===== src/rtl/cache_bus_arbiter_if.sv =====
// Bundle of the I$/D$ request/ack signals and the shared line-bus port
// that cache_bus_arbiter multiplexes between the two caches.
interface cache_bus_arbiter_if #(
  parameter int PA_BITS = 34
);
  logic [1:0]         ICacheBusRW;
  logic [PA_BITS-1:0] ICacheBusAdr;
  logic               ICacheBusAck;
  logic [1:0]         DCacheBusRW;
  logic [PA_BITS-1:0] DCacheBusAdr;
  logic               DCacheBusAck;
  logic [1:0]         BusRW;
  logic [PA_BITS-1:0] BusAdr;
  logic               BusAck;
  logic               GrantI;
  logic               GrantD;
  logic               ArbConflict;

  modport slave (
    input  ICacheBusRW, ICacheBusAdr, DCacheBusRW, DCacheBusAdr, BusAck,
    output ICacheBusAck, DCacheBusAck, BusRW, BusAdr, GrantI, GrantD, ArbConflict
  );

  modport master (
    output ICacheBusRW, ICacheBusAdr, DCacheBusRW, DCacheBusAdr, BusAck,
    input  ICacheBusAck, DCacheBusAck, BusRW, BusAdr, GrantI, GrantD, ArbConflict
  );
endinterface


===== src/rtl/cache_bus_arbiter.sv =====
// Shares one line-granular bus port between I$ and D$: fixed priority with a
// starvation bound, grant held for a whole line transfer, ack routed to owner.
module cache_bus_arbiter #(
  parameter int PA_BITS = 34,
  parameter bit DPRIO   = 1'b1,
  parameter int MAXWAIT = 4
) (
  input logic               clk,
  input logic               reset,
  cache_bus_arbiter_if.slave bus
);

  localparam int            CW     = $clog2(MAXWAIT + 1);
  localparam logic [CW-1:0] MAXW_C = CW'(MAXWAIT);

  typedef enum logic [1:0] {
    IDLE   = 2'b00,
    BUSY_I = 2'b01,
    BUSY_D = 2'b10
  } state_t;

  state_t             r_state;
  state_t             w_next_state;
  logic [1:0]         r_rw;
  logic [PA_BITS-1:0] r_adr;
  logic [CW-1:0]      r_cnt;
  logic [CW-1:0]      w_next_cnt;
  logic               w_req_i;
  logic               w_req_d;
  logic               w_force;
  logic               w_conflict;
  logic               w_grant_i;
  logic               w_grant_d;
  logic               w_ack_i;
  logic               w_ack_d;

  assign w_req_i = |bus.ICacheBusRW;
  assign w_req_d = |bus.DCacheBusRW;
  // r_cnt counts how often the non-priority side has lost; at the limit it wins
  assign w_force = (r_cnt == MAXW_C);

  // State register
  always_ff @(posedge clk or posedge reset) begin
    if (reset) begin
      r_state <= IDLE;
    end else begin
      r_state <= w_next_state;
    end
  end

  // Next-state, starvation-count and grant/ack decode
  always_comb begin
    w_next_state = r_state;
    w_next_cnt   = r_cnt;
    w_conflict   = 1'b0;
    w_grant_i    = 1'b0;
    w_grant_d    = 1'b0;
    w_ack_i      = 1'b0;
    w_ack_d      = 1'b0;
    case (r_state)
      IDLE: begin
        w_conflict = w_req_i && w_req_d;
        w_next_cnt = {CW{1'b0}};
        if (w_req_i && w_req_d) begin
          if (w_force) begin
            w_next_state = DPRIO ? BUSY_I : BUSY_D;
          end else begin
            w_next_state = DPRIO ? BUSY_D : BUSY_I;
            w_next_cnt   = r_cnt + CW'(1);
          end
        end else if (w_req_i) begin
          w_next_state = BUSY_I;
        end else if (w_req_d) begin
          w_next_state = BUSY_D;
        end else begin
          w_next_state = IDLE;
        end
      end
      BUSY_I: begin
        w_grant_i = 1'b1;
        w_ack_i   = bus.BusAck;
        if (bus.BusAck) begin
          w_next_state = IDLE;
        end else begin
          w_next_state = BUSY_I;
        end
      end
      BUSY_D: begin
        w_grant_d = 1'b1;
        w_ack_d   = bus.BusAck;
        if (bus.BusAck) begin
          w_next_state = IDLE;
        end else begin
          w_next_state = BUSY_D;
        end
      end
      default: begin
        w_next_state = IDLE;
        w_next_cnt   = {CW{1'b0}};
      end
    endcase
  end

  // Latched request and starvation counter; request is frozen for the whole transfer
  always_ff @(posedge clk or posedge reset) begin
    if (reset) begin
      r_rw  <= 2'b00;
      r_adr <= {PA_BITS{1'b0}};
      r_cnt <= {CW{1'b0}};
    end else begin
      r_cnt <= w_next_cnt;
      if (r_state == IDLE && w_next_state == BUSY_I) begin
        r_rw  <= bus.ICacheBusRW;
        r_adr <= bus.ICacheBusAdr;
      end else if (r_state == IDLE && w_next_state == BUSY_D) begin
        r_rw  <= bus.DCacheBusRW;
        r_adr <= bus.DCacheBusAdr;
      end else if (r_state != IDLE && bus.BusAck) begin
        r_rw  <= 2'b00;
        r_adr <= {PA_BITS{1'b0}};
      end
    end
  end

  assign bus.BusRW        = r_rw;
  assign bus.BusAdr       = r_adr;
  assign bus.GrantI       = w_grant_i;
  assign bus.GrantD       = w_grant_d;
  assign bus.ICacheBusAck = w_ack_i;
  assign bus.DCacheBusAck = w_ack_d;
  assign bus.ArbConflict  = w_conflict;

  a_grant_exclusive: assert property (@(posedge clk) disable iff (reset) !(w_grant_i && w_grant_d));

endmodule

===== src/flat_wrapper.sv =====
// flat-port wrapper written by rule: the top's interface ports become plain ports
module cache_bus_arbiter_flat 
#(
  parameter int PA_BITS = 34,
  parameter bit DPRIO   = 1'b1,
  parameter int MAXWAIT = 4
)
  (clk, reset, bus_ICacheBusRW, bus_ICacheBusAdr, bus_DCacheBusRW, bus_DCacheBusAdr, bus_BusAck, bus_ICacheBusAck, bus_DCacheBusAck, bus_BusRW, bus_BusAdr, bus_GrantI, bus_GrantD, bus_ArbConflict);
  cache_bus_arbiter_if #(.PA_BITS(PA_BITS)) bus_i ();
  input logic clk;
  input logic reset;
  input wire logic [$bits(bus_i.ICacheBusRW)-1:0] bus_ICacheBusRW;
  input wire logic [$bits(bus_i.ICacheBusAdr)-1:0] bus_ICacheBusAdr;
  input wire logic [$bits(bus_i.DCacheBusRW)-1:0] bus_DCacheBusRW;
  input wire logic [$bits(bus_i.DCacheBusAdr)-1:0] bus_DCacheBusAdr;
  input wire logic [$bits(bus_i.BusAck)-1:0] bus_BusAck;
  output wire logic [$bits(bus_i.ICacheBusAck)-1:0] bus_ICacheBusAck;
  output wire logic [$bits(bus_i.DCacheBusAck)-1:0] bus_DCacheBusAck;
  output wire logic [$bits(bus_i.BusRW)-1:0] bus_BusRW;
  output wire logic [$bits(bus_i.BusAdr)-1:0] bus_BusAdr;
  output wire logic [$bits(bus_i.GrantI)-1:0] bus_GrantI;
  output wire logic [$bits(bus_i.GrantD)-1:0] bus_GrantD;
  output wire logic [$bits(bus_i.ArbConflict)-1:0] bus_ArbConflict;
  assign bus_i.ICacheBusRW = bus_ICacheBusRW;
  assign bus_i.ICacheBusAdr = bus_ICacheBusAdr;
  assign bus_i.DCacheBusRW = bus_DCacheBusRW;
  assign bus_i.DCacheBusAdr = bus_DCacheBusAdr;
  assign bus_i.BusAck = bus_BusAck;
  assign bus_ICacheBusAck = bus_i.ICacheBusAck;
  assign bus_DCacheBusAck = bus_i.DCacheBusAck;
  assign bus_BusRW = bus_i.BusRW;
  assign bus_BusAdr = bus_i.BusAdr;
  assign bus_GrantI = bus_i.GrantI;
  assign bus_GrantD = bus_i.GrantD;
  assign bus_ArbConflict = bus_i.ArbConflict;
  cache_bus_arbiter #(.PA_BITS(PA_BITS), .DPRIO(DPRIO), .MAXWAIT(MAXWAIT)) u_core (.clk(clk), .reset(reset), .bus(bus_i));
endmodule

===== config.mk =====
export PLATFORM = sky130hd
export DESIGN_NAME = cache_bus_arbiter_flat
export DESIGN_NICKNAME = d
export VERILOG_FILES = /design/src/rtl/cache_bus_arbiter_if.sv /design/src/rtl/cache_bus_arbiter.sv /design/src/flat_wrapper.sv
export SDC_FILE = /design/constraint.sdc
export NUM_CORES = 1
export LEC_CHECK = 0
export BUFFER_PORTS_ARGS = -buffer_cell sky130_fd_sc_hd__buf_2
export CORE_MARGIN = 2
export CORE_UTILIZATION = 37
export DETAILED_ROUTE_END_ITERATION = 12
export GPL_TIMING_DRIVEN = 0
export PLACE_DENSITY_LB_ADDON = 0.1
export SLEW_MARGIN = 20
export SYNTH_ARGS = -nofsm -noshare
export SYNTH_HDL_FRONTEND = slang
export SYNTH_SLANG_ARGS = --single-unit

===== constraint.sdc =====
create_clock -name clk -period 2.9 [get_ports clk]
set_input_delay 0.435 -clock clk [delete_from_list [all_inputs] [get_ports clk]]
set_output_delay 0.435 -clock clk [all_outputs]
set_load 0.05 [all_outputs]

==> summary.md, run 1 <==
| Metric | Value |
|---|---|
| Status | complete, no violations |
| Overflow after GRT | 0 |
| Antenna violations before repair | 0 |
| Initial Util | 0.387 |
| Post_cts resized | 0 |
| Root Buffer | clkbuf_8 |
| Finished Layout Cells | 365 |
| Post-CTS setup buffers | 0 |
| Reg power frac | 0.261 |
| CP max FO | 10 |
| FF+latch count, synth | 41 |
| Core area | 0.00517 mm2 |
| Reg-to-Reg Start | u_core.r_cnt[0] |
| Total GRT Usage | 0.189 |
| FF+latch area | 0.00103 mm2 |
| Largest net degree at the start of global routing | 34 |
| Vias | 1922 |
| Die height | 77.6 um |
| DRT Pass-1 Iters | 4 |
| Slew Viols, Final | 0 |
| Maxcap violations | 0 |
| Setup ws final | 594 ps |
| CTS H-tree depth | 2 |
| Async S/R FF share, synth | 1.00 |
| CP arrival | 2480 ps |
| Fraction of final layout cells with drive strength greater than 1 | 0.454 |
| CTS tree | built |
| Tightest Hold Check Type | input port to async pin |
| Fin crit share | 0.795 |
| FMAX | 434 MHz |
| Die W | 77.6 um |
| Worst-case clock skew | 3.52 ps |
| Nets | 375 |
| Tot Pwr | 3.45 mW |
| Avg WL per Cell | 15.4 um |
| Comb pwr share | 0.577 |
| Max clock buf depth | 2 |
| FILL cells | 488 |
| Gate Count Post-Synth | 171 |
| Hpwl dp | 4140 um |
| Reg2reg path depth | 8 |
| # port buffers | 115 |
| Yosys top cell by area | dfrtp_1 |
| Internal Pwr Total | 1.78 mW |
| Io pins | 116 |
| Num Clock Sinks | 41 |
| Leakage | 1.62 nW |
| Yosys top cell area share | 0.513 |
| Synthesized area | 0.00200 mm2 |
| Hold Buf Count CTS | 0 |
| CTS clk-pin slew, worst paths | 80 ps |
| RD Place Congestion | 0.772 |
| Post-route ant nets | 0 |
| Number of remaining DRC errors | 0 |
| Synthesis-to-layout area growth | 41.0% |
| Number of diodes | 0 |
| Ys flop type | dfrtp_1 |
| PwrDens | 1220 mW/mm2 |
| Top post-synthesis cells by area | dfrtp_1 51%, a221o_1 18%, and3_1 11% |
| WP data required | 3070 ps |
| Final Cell Area | 0.00282 mm2 |
| Final worst path period need | 2310 ps |
| Rows | 26 |
| Placed Instances | 357 |
| Pre-CTS setup slack | 611 ps |
| Relative slew slack | 0.666 |
| Sw Pwr | 1.67 mW |
| Type of origin of the critical path | flop |
| Total length of routed wires | 5630 um |
| Mean Syn Cell Area | 11.7 um2 |
| Kind of critical path | flop to flop |
| Seq/Total Area, Yosys | 0.513 |
| Iter 0 DRT Violations | 95 |
| Mapped Nets | 252 |
| Clk_lat worst skew | 290 ps |
| Post-place instance area | 0.00269 mm2 |
| First-pass GRT wire length | 8980 um |
| Final Hold Vio Count | 0 |
| CTS Buf Count | 5 |
| Worst vdd ir | 0.477 mV |
| Die area | 0.00601 mm2 |
| Sw Share | 0.483 |
| Syn. warnings | 0 |
| Clock network power share | 0.161 |
| RSZ-0062 raised after global routing | false |
| Number of synthesized flops with an enable pin | 0 |
| Final TNS setup | 0 ps |
| Vias in the first global route | 1860 |
| Worst Setup End Kind | flop |
| Cell variety after synth | 27 |
| Worst reg2reg endpoint | u_core.bus.BusAdr[4] |
| Vias per cell | 5.27 |
| Final Setup Violations | 0 |
| Slew @ Worst Pin | 501 ps |
| Worst reg-to-reg setup slack | 590 ps |
| Footprint of the multi-input gates | 863 um2 |
-- layout make-up --
type | instances | share of cell area
plain buffers | 15 | 0.0319
clock buffers | 5 | 0.0244
clock inverters | 3 | 0.0244
inverters | 6 | 0.00798
multi-input cells | 109 | 0.306
flip-flops and latches | 41 | 0.363
well taps | 70 | 0.0310
repair buffers | 116 | 0.211
-- metrics by stage --
stage	util	hold slack, ps
2_1_floorplan	-	478
3_3_place_gp	0.515	492
3_5_place_dp	0.519	367
4_1_cts	0.546	39.3
5_1_grt	0.546	47.7
6_report	0.546	46.8
-- critical path, stage by stage, from the launching register on --
cell,delay [ps]
dfrtp_1,400
inv_1,60
ha_1,240
o2bb2ai_1,220
a211oi_4,480
a222oi_1,150
buf_6,180
buf_6,140
a221o_1,300
-- per-layer routing --
metal  vias up  track usage  part of all wire  routed length, um
met1       917        0.258              0.47               2630
li1        920            -                 -                  -
met5         -            0                 0                  0
met2        76        0.298              0.46               2560
met4         0       0.0536             0.015                 82
met3         9       0.0465             0.063                353
-- kinds of logic after synthesis --
group / synth area share
compound gates: 0.238
fa+ha+maj: 0.0375
buf+inv: 0.0562
flops: 0.512
simple gates: 0.156
-- how the worst max path moves through the flow --
stage                           start                    end
floorplan           u_core.r_state[1]   u_core.bus.BusAdr[0]
global placement      u_core.r_cnt[0]  u_core.bus.BusAdr[32]
detailed placement    u_core.r_cnt[0]   u_core.bus.BusAdr[4]
CTS                   u_core.r_cnt[0]   u_core.bus.BusAdr[4]
global route        u_core.r_state[1]   u_core.bus.BusAdr[3]
finish                u_core.r_cnt[0]   u_core.bus.BusAdr[4]
-- cell usage after synthesis (2+ instances only) --
| cell | n |
|---|---|
| inv_1 | 6 |
| nor2b_1 | 3 |
| dfrtp_1 | 41 |
| and2_1 | 3 |
| and3_1 | 36 |
| buf_2 | 3 |
| a21o_1 | 2 |
| nand2_1 | 3 |
| o21ai_0 | 4 |
| clkbuf_1 | 8 |
| buf_6 | 4 |
| nor2_1 | 3 |
| ha_1 | 6 |
| a221o_1 | 36 |
-- state kept, by name, summed over array words and instances (netlist names) --
name,flops
u_core.bus.BusRW,2
u_core.bus.BusAdr,34
u_core.r_state,2
u_core.r_cnt,3
-- power by group through the flow --
stage / Clock, mW / Sequential [mW] / Combinational [mW]
after floorplan: 0 / 1.54 / 0.879
after global placement: 0 / 0.910 / 1.99
after detailed placement: 0 / 0.905 / 2.01
after CTS: 0.573 / 0.900 / 2.01
after global routing: 0.600 / 0.930 / 2.13
final: 0.555 / 0.900 / 1.99
-- cells in the final DEF (no fill, tap or decap) --
| master | count |
|---|---|
| a211oi_1 | 1 |
| a211oi_4 | 1 |
| a21o_1 | 2 |
| a21oi_1 | 1 |
| a221o_1 | 36 |
| a222oi_1 | 1 |
| a22o_1 | 1 |
| a31oi_1 | 1 |
| and2_1 | 3 |
| and3_1 | 36 |
| buf_12 | 1 |
| buf_2 | 118 |
| buf_6 | 4 |
| bufinv_16 | 2 |
| clkbuf_1 | 8 |
| clkbuf_8 | 5 |
| dfrtp_1 | 41 |
| ha_1 | 6 |
| inv_1 | 5 |
| inv_2 | 1 |
| inv_6 | 1 |
| nand2_1 | 3 |
| nand2b_1 | 1 |
| nor2_1 | 3 |
| nor2b_1 | 3 |
| nor3_1 | 1 |
| nor4_1 | 1 |
| o211ai_1 | 1 |
| o21a_1 | 1 |
| o21ai_0 | 4 |
| o2bb2ai_1 | 1 |
| or2_4 | 1 |
No activity file was read; power rests on OpenSTA's default activity.
==> run 2: changes to the inputs <==
ABC_AREA = 1   (was not set)
clock period = 2.2 ns   (was 2.9 ns; I/O delays follow)
==> summary.md, run 2 <==
| Metric | Value |
|---|---|
| Antenna violations before repair | 0 (unchanged) |
| Vias | 2377 (+24%) |
| CP arrival | 1670 ps (-810 ps) |
| Final worst path period need | 2000 ps |
| Initial Util | 0.379 (-0.00772) |
| Overflow after GRT | 0 (unchanged) |
| Type of origin of the critical path | flop |
| Number of remaining DRC errors | 0 (unchanged) |
| Final TNS setup | 0 ps (unchanged) |
| Routed wl met2 | 3020 um (+18%) |
| Maxcap violations | 0 (unchanged) |
| Comb pwr share | 0.650 (+0.073) |
| Relative slew slack | 0.769 (+0.102) |
| Die height | 84.2 um (+8.6%) |
| Synthesis-to-layout area growth | 32.8% |
| Fraction of final layout cells with drive strength greater than 1 | 0.334 (-0.120) |
| Slew @ Worst Pin | 346 ps (-155 ps) |
| Mapped Nets | 407 (+62%) |
| FMAX | 501 MHz |
| FILL cells | 693 (+42%) |
| Num Clock Sinks | 41 (unchanged) |
| Total length of routed wires | 6080 um (+8.1%) |
| Reg power frac | 0.253 (-0.008) |
| Max clock buf depth | 2 (unchanged) |
| Die W | 84.2 um (+8.6%) |
| Kind of critical path | flop to output port |
| Sw Pwr | 2.58 mW (+55%) |
| First-pass GRT wire length | 10300 um (+15%) |
| CTS Buf Count | 5 (unchanged) |
| Number of synthesized flops with an enable pin | 0 (unchanged) |
| Most instantiated library cell after synthesis | nand2_1 |
| Hpwl dp | 4610 um (+11%) |
| CP max FO | 4 (-6) |
| Final Setup Violations | 0 (unchanged) |
| Avg WL per Cell | 11.6 um (-25%) |
| CTS clk-pin slew, worst paths | 80 ps (about the same) |
| CTS tree | built |
| WP data required | 1870 ps (-1200 ps) |
| Iter 0 DRT Violations | 58 (-39%) |
| Internal Pwr Total | 2.11 mW (+19%) |
| Syn. warnings | 0 (unchanged) |
| Total GRT Usage | 0.179 (-0.00937) |
| Number of diodes | 0 (unchanged) |
| Met1 wire length | 2600 um (-1.2%) |
| Synth top cells by count | 118 x nand2_1, 73 x nand3_1, 49 x inv_1 |
| Core area | 0.00628 mm2 (+21%) |
| FF+latch count, synth | 41 (unchanged) |
| Nets | 531 (+42%) |
| CTS H-tree depth | 2 (unchanged) |
| # port buffers | 115 (unchanged) |
| Mean Syn Cell Area | 7.30 um2 (-38%) |
| Max FFs per register | 34 (unchanged) |
| Gate Count Post-Synth | 326 (+91%) |
| Root Buffer | clkbuf_8 |
| Commonest non-fill, non-tap cells in the layout | 121 x buf_2, 118 x nand2_1, 73 x nand3_1 |
| Yosys top cell area share | 0.431 (-0.0816) |
| Synthesized area | 0.00238 mm2 (+19%) |
| Io pins | 116 (unchanged) |
| Seq/Total Area, Yosys | 0.431 (-0.0816) |
| Largest net degree at the start of global routing | 31 (-8.8%) |
| Final Hold Vio Count | 0 (unchanged) |
| Vias per cell | 4.52 (-14%) |
| Clk_lat worst skew | 290 ps (about the same) |
| Vias in the first global route | 2269 (+22%) |
| Worst Setup End Kind | output port |
| Fin crit share | 0.908 |
| Top post-synthesis cells by area | dfrtp_1 43%, nand2_1 19%, nand3_1 15% |
| Ys flop type | dfrtp_1 |
| Status | complete, no violations |
| Rows | 29 (+12%) |
| RD Place Congestion | 0.767 (-0.62%) |
| Tightest Hold Check Type | input port to flop |
| Post-layout util | 0.504 (-0.0420) |
| Post-route ant nets | 0 (unchanged) |
| Top Layer Used | met4 |
| PwrDens | 1480 mW/mm2 (+21%) |
| Die area | 0.00709 mm2 (+18%) |
| Clock network power share | 0.097 (-0.064) |
| Worst-case clock skew | 6.63 ps (+3.11 ps) |
| Cell variety after synth | 19 (-30%) |
| Most common cell after layout, fill and taps aside | buf_2 |
| Met3 wire length | 375 um (+6.2%) |
| Async S/R FF share, synth | 1.00 (unchanged) |
| Sw Share | 0.550 (+0.0663) |
| DRT Pass-1 Iters | 4 (unchanged) |
| Slew Viols, Final | 0 (unchanged) |
| Yosys top cell by area | dfrtp_1 |
| RSZ-0062 raised after global routing | false |
| Worst vdd ir | 0.621 mV (+30%) |
| Leakage | 1.96 nW (+21%) |
-- run 2: power by group through the flow --
stage / Combinational, mW / Sequential [mW] / Clock [mW]
floorplan: 1.53 / 2.03 / 0
global placement: 3.05 / 1.20 / 0
detailed placement: 3.09 / 1.20 / 0
CTS: 3.10 / 1.19 / 0.476
global route: 3.35 / 1.23 / 0.506
finish: 3.05 / 1.19 / 0.453
-- run 2: timing repair --
item	in CTS	in global routing
hold buffers	1	0
endpoints found under the setup margin	0	0
gates resized for setup	0	0
setup buffers	0	0
endpoints found under the hold margin	11	0
-- run 2: path summary, 6_finish.rpt --
check                                            from                     to  slack [ps]  cells past startpoint
worst max-delay path                u_core.r_state[0]        bus_ArbConflict         200                      5
worst min-delay path             bus_DCacheBusAdr[32]  u_core.bus.BusAdr[32]         310                      5
min in group asynchronous                       reset  u_core.bus.BusAdr[27]         520                      3
worst max register to register      u_core.r_state[0]    u_core.bus.BusRW[1]         290                     11
max in group asynchronous                       reset        u_core.r_cnt[1]        1220                      4
worst min register to register  u_core.bus.BusAdr[18]  u_core.bus.BusAdr[18]         490                      2
-- run 2: routing by layer --
layer,vias to the layer above,track usage
met4,0,0.0499
met1,1050,0.225
met2,66,0.312
met5,-,0
li1,1253,-
met3,8,0.0393
-- run 2: worst max-delay path: stages, from the launching register on --
cell,delay (ps)
dfrtp_1,400
inv_1,90
ha_1,210
inv_2,90
nor3_2,280
buf_2,320
-- run 2: cell families after synthesis --
kind of cell             share of synthesized area
AO/OA/AOI/OAI                               0.0163
buffers and inverters                        0.136
adder cells (fa/ha/maj)                     0.0315
flip-flops                                   0.431
AND/OR/NAND/NOR                              0.386
-- run 2: area by class of cell --
class                   instances  area, um2  area share
clock buffers                   5       68.8      0.0218
clock inverters                 1       5.00     0.00158
multi-input cells             218       1040       0.328
flip-flops and latches         41       1030       0.324
inverters                      51        191      0.0605
repair buffers                117        606       0.192
plain buffers                  16        131      0.0416
well taps                      77       96.3      0.0305
-- run 2: stage by stage --
| step | hold slack (ps) | std cells | total power, mW | area [um2] | worst slack, ps |
|---|---|---|---|---|---|
| after floorplan | 506 | 326 | 3.56 | 2390 | 302 |
| after global placement | 476 | 518 | 4.25 | 3060 | 294 |
| after detailed placement | 290 | 519 | 4.29 | 3080 | 269 |
| after CTS | 303 | 526 | 4.76 | 3160 | 157 |
| after global routing | 314 | 526 | 5.08 | 3160 | 60.7 |
| final | 307 | 526 | 4.69 | 3160 | 203 |
==> run 3: changes to the inputs <==
REMOVE_ABC_BUFFERS = 1   (was not set)
clock period = 2.5 ns   (was 2.2 ns; I/O delays follow)
==> summary.md, run 3 (synthesis results as in run 2) <==
| Metric | Value |
|---|---|
| Status | complete, no violations |
| Nets | 520 (-2.1%) |
| Worst vdd ir | 0.556 mV (-11%) |
| Vias | 2352 (-1.1%) |
| Most common cell after layout, fill and taps aside | nand2_1 |
| First-pass GRT wire length | 10400 um (+0.60%) |
| Rows | 29 (unchanged) |
| Slew Viols, Final | 0 (unchanged) |
| Final Setup Violations | 0 (unchanged) |
| Final TNS setup | 0 ps (unchanged) |
| Kind of critical path | flop to output port |
| Io pins | 116 (unchanged) |
| Final worst path period need | 2240 ps |
| Die area | 0.00709 mm2 (unchanged) |
| Root Buffer | clkbuf_8 |
| Relative slew slack | 0.624 (-0.145) |
| Slew @ Worst Pin | 564 ps (+218 ps) |
| Vias in the first global route | 2239 (-1.3%) |
| Final Hold Vio Count | 0 (unchanged) |
| CP max FO | 5 (+1) |
| PwrDens | 1340 mW/mm2 (-9.7%) |
| Commonest non-fill, non-tap cells in the layout | 118 x nand2_1, 115 x buf_2, 73 x nand3_1 |
| FILL cells | 678 (-2.2%) |
| # port buffers | 115 (unchanged) |
| Sw Share | 0.547 (-0.00238) |
| Worst-case clock skew | 7.99 ps (+1.36 ps) |
| Worst reg-to-reg setup slack | 260 ps (-30 ps) |
| RSZ-0062 raised after global routing | false |
| Clock network power share | 0.131 (+0.034) |
| Reg power frac | 0.247 (-0.006) |
| Tightest Hold Check Type | input port to async pin |
| RD Place Congestion | 0.810 (+5.7%) |
| Die W | 84.2 um (unchanged) |
| Worst Setup End Kind | output port |
| CTS tree | built |
| CTS H-tree depth | 2 (unchanged) |
| Num Clock Sinks | 41 (unchanged) |
| Number of diodes | 0 (unchanged) |
| Reg2reg path depth | 11 (unchanged) |
| DRT Pass-1 Iters | 4 (unchanged) |
| Reg-to-Reg Start | u_core.r_state[1] |
| Type of origin of the critical path | flop |
| Comb pwr share | 0.623 (-0.027) |
| Sw Pwr | 2.31 mW (-10%) |
| Total GRT Usage | 0.181 (+0.00169) |
| Internal Pwr Total | 1.91 mW (-9.6%) |
| Vias per cell | 4.55 (+0.67%) |
| Leakage | 1.95 nW (-0.83%) |
| Footprint of the multi-input gates | 0.00106 mm2 (+1.8%) |
| Post-route ant nets | 0 (unchanged) |
| FMAX | 445 MHz |
| CTS Buf Count | 5 (unchanged) |
| Total length of routed wires | 6170 um (+1.4%) |
| Fin crit share | 0.898 |
| Overflow after GRT | 0 (unchanged) |
| Avg WL per Cell | 11.9 um (+3.1%) |
| Iter 0 DRT Violations | 80 (+38%) |
| Initial Util | 0.379 (unchanged) |
| Antenna violations before repair | 0 (unchanged) |
| Clk_lat worst skew | 290 ps (about the same) |
| Fraction of final layout cells with drive strength greater than 1 | 0.318 (-0.0159) |
| Number of remaining DRC errors | 0 (unchanged) |
| CTS clk-pin slew, worst paths | 80 ps (about the same) |
| Pre-CTS setup slack | -318 ps (-587 ps) |
| CP arrival | 1870 ps (+200 ps) |
| FF+latch area | 0.00103 mm2 (unchanged) |
| Die height | 84.2 um (unchanged) |
| Setup ws final | 255 ps (+51.7 ps) |
| WP data required | 2120 ps (+250 ps) |
| Max FFs per register | 34 (unchanged) |
| Hold Buf Count CTS | 0 (-1) |
| Maxcap violations | 0 (unchanged) |
| Synthesis-to-layout area growth | 32.2% |
| Hpwl dp | 4090 um (-11%) |
| Max clock buf depth | 2 (unchanged) |
| Largest net degree at the start of global routing | 38 (+23%) |
| Core area | 0.00628 mm2 (unchanged) |
| Worst reg2reg endpoint | u_core.bus.BusAdr[10] |
## run 3: critical path, stage by stage (launching register included)
cell,delay [ps]
dfrtp_1,400
inv_1,90
ha_1,220
inv_2,110
nor3_1,410
buf_2,350
## run 3: worst max path at each step
stage,start,to,cells after the start
6_report,u_core.r_state[1],bus_ArbConflict,5
5_1_grt,u_core.r_state[1],u_core.bus.BusAdr[25],11
4_1_cts,u_core.r_state[0],u_core.bus.BusAdr[13],10
3_5_place_dp,u_core.r_state[0],u_core.bus.BusAdr[26],10
3_3_place_gp,u_core.r_state[0],u_core.bus.BusAdr[17],9
2_1_floorplan,u_core.r_state[1],u_core.bus.BusAdr[0],7
## run 3: per-stage QoR
| stage | util | area [um2] | total power [mW] | hold slack (ps) | instances |
|---|---|---|---|---|---|
| after floorplan | - | 2250 | 2.93 | 506 | 310 |
| after global placement | 0.465 | 2920 | 3.52 | 476 | 502 |
| after detailed placement | 0.475 | 2980 | 3.60 | 452 | 504 |
| after CTS | 0.496 | 3110 | 4.21 | 128 | 513 |
| after global routing | 0.501 | 3150 | 4.56 | 155 | 517 |
| final | 0.501 | 3150 | 4.21 | 117 | 517 |
## run 3: power by group through the flow
stage	registers (mW)	logic [mW]	clock network, mW
after floorplan	1.79	1.14	0
after global placement	1.04	2.47	0
after CTS	1.04	2.60	0.575
final	1.04	2.62	0.551
after detailed placement	1.05	2.55	0
after global routing	1.07	2.89	0.600
## run 3: area by class of cell
class | instances | area share
multi-input combinational | 219 | 0.336
sequential | 41 | 0.326
timing repair buffer | 121 | 0.210
inverter | 51 | 0.0608
tap | 77 | 0.0306
clock buffer | 7 | 0.0274
clock inverter | 1 | 0.00954
## run 3: what timing repair did
item / in CTS / in global routing
pin swaps: 1 / 2
gates resized for setup: 1 / 1
cloned: 1 / 0
setup buffers: 0 / 4
setup endpoints to repair: 36 / 36
## run 3: metal layers
layer  routed length, um  vias to the layer above  GRT usage
li1                    -                     1228          -
met1                2650                     1032      0.227
met2                3030                       88      0.310
met3                 436                        4     0.0482
met4                  49                        0     0.0484
met5                   0                        -          0
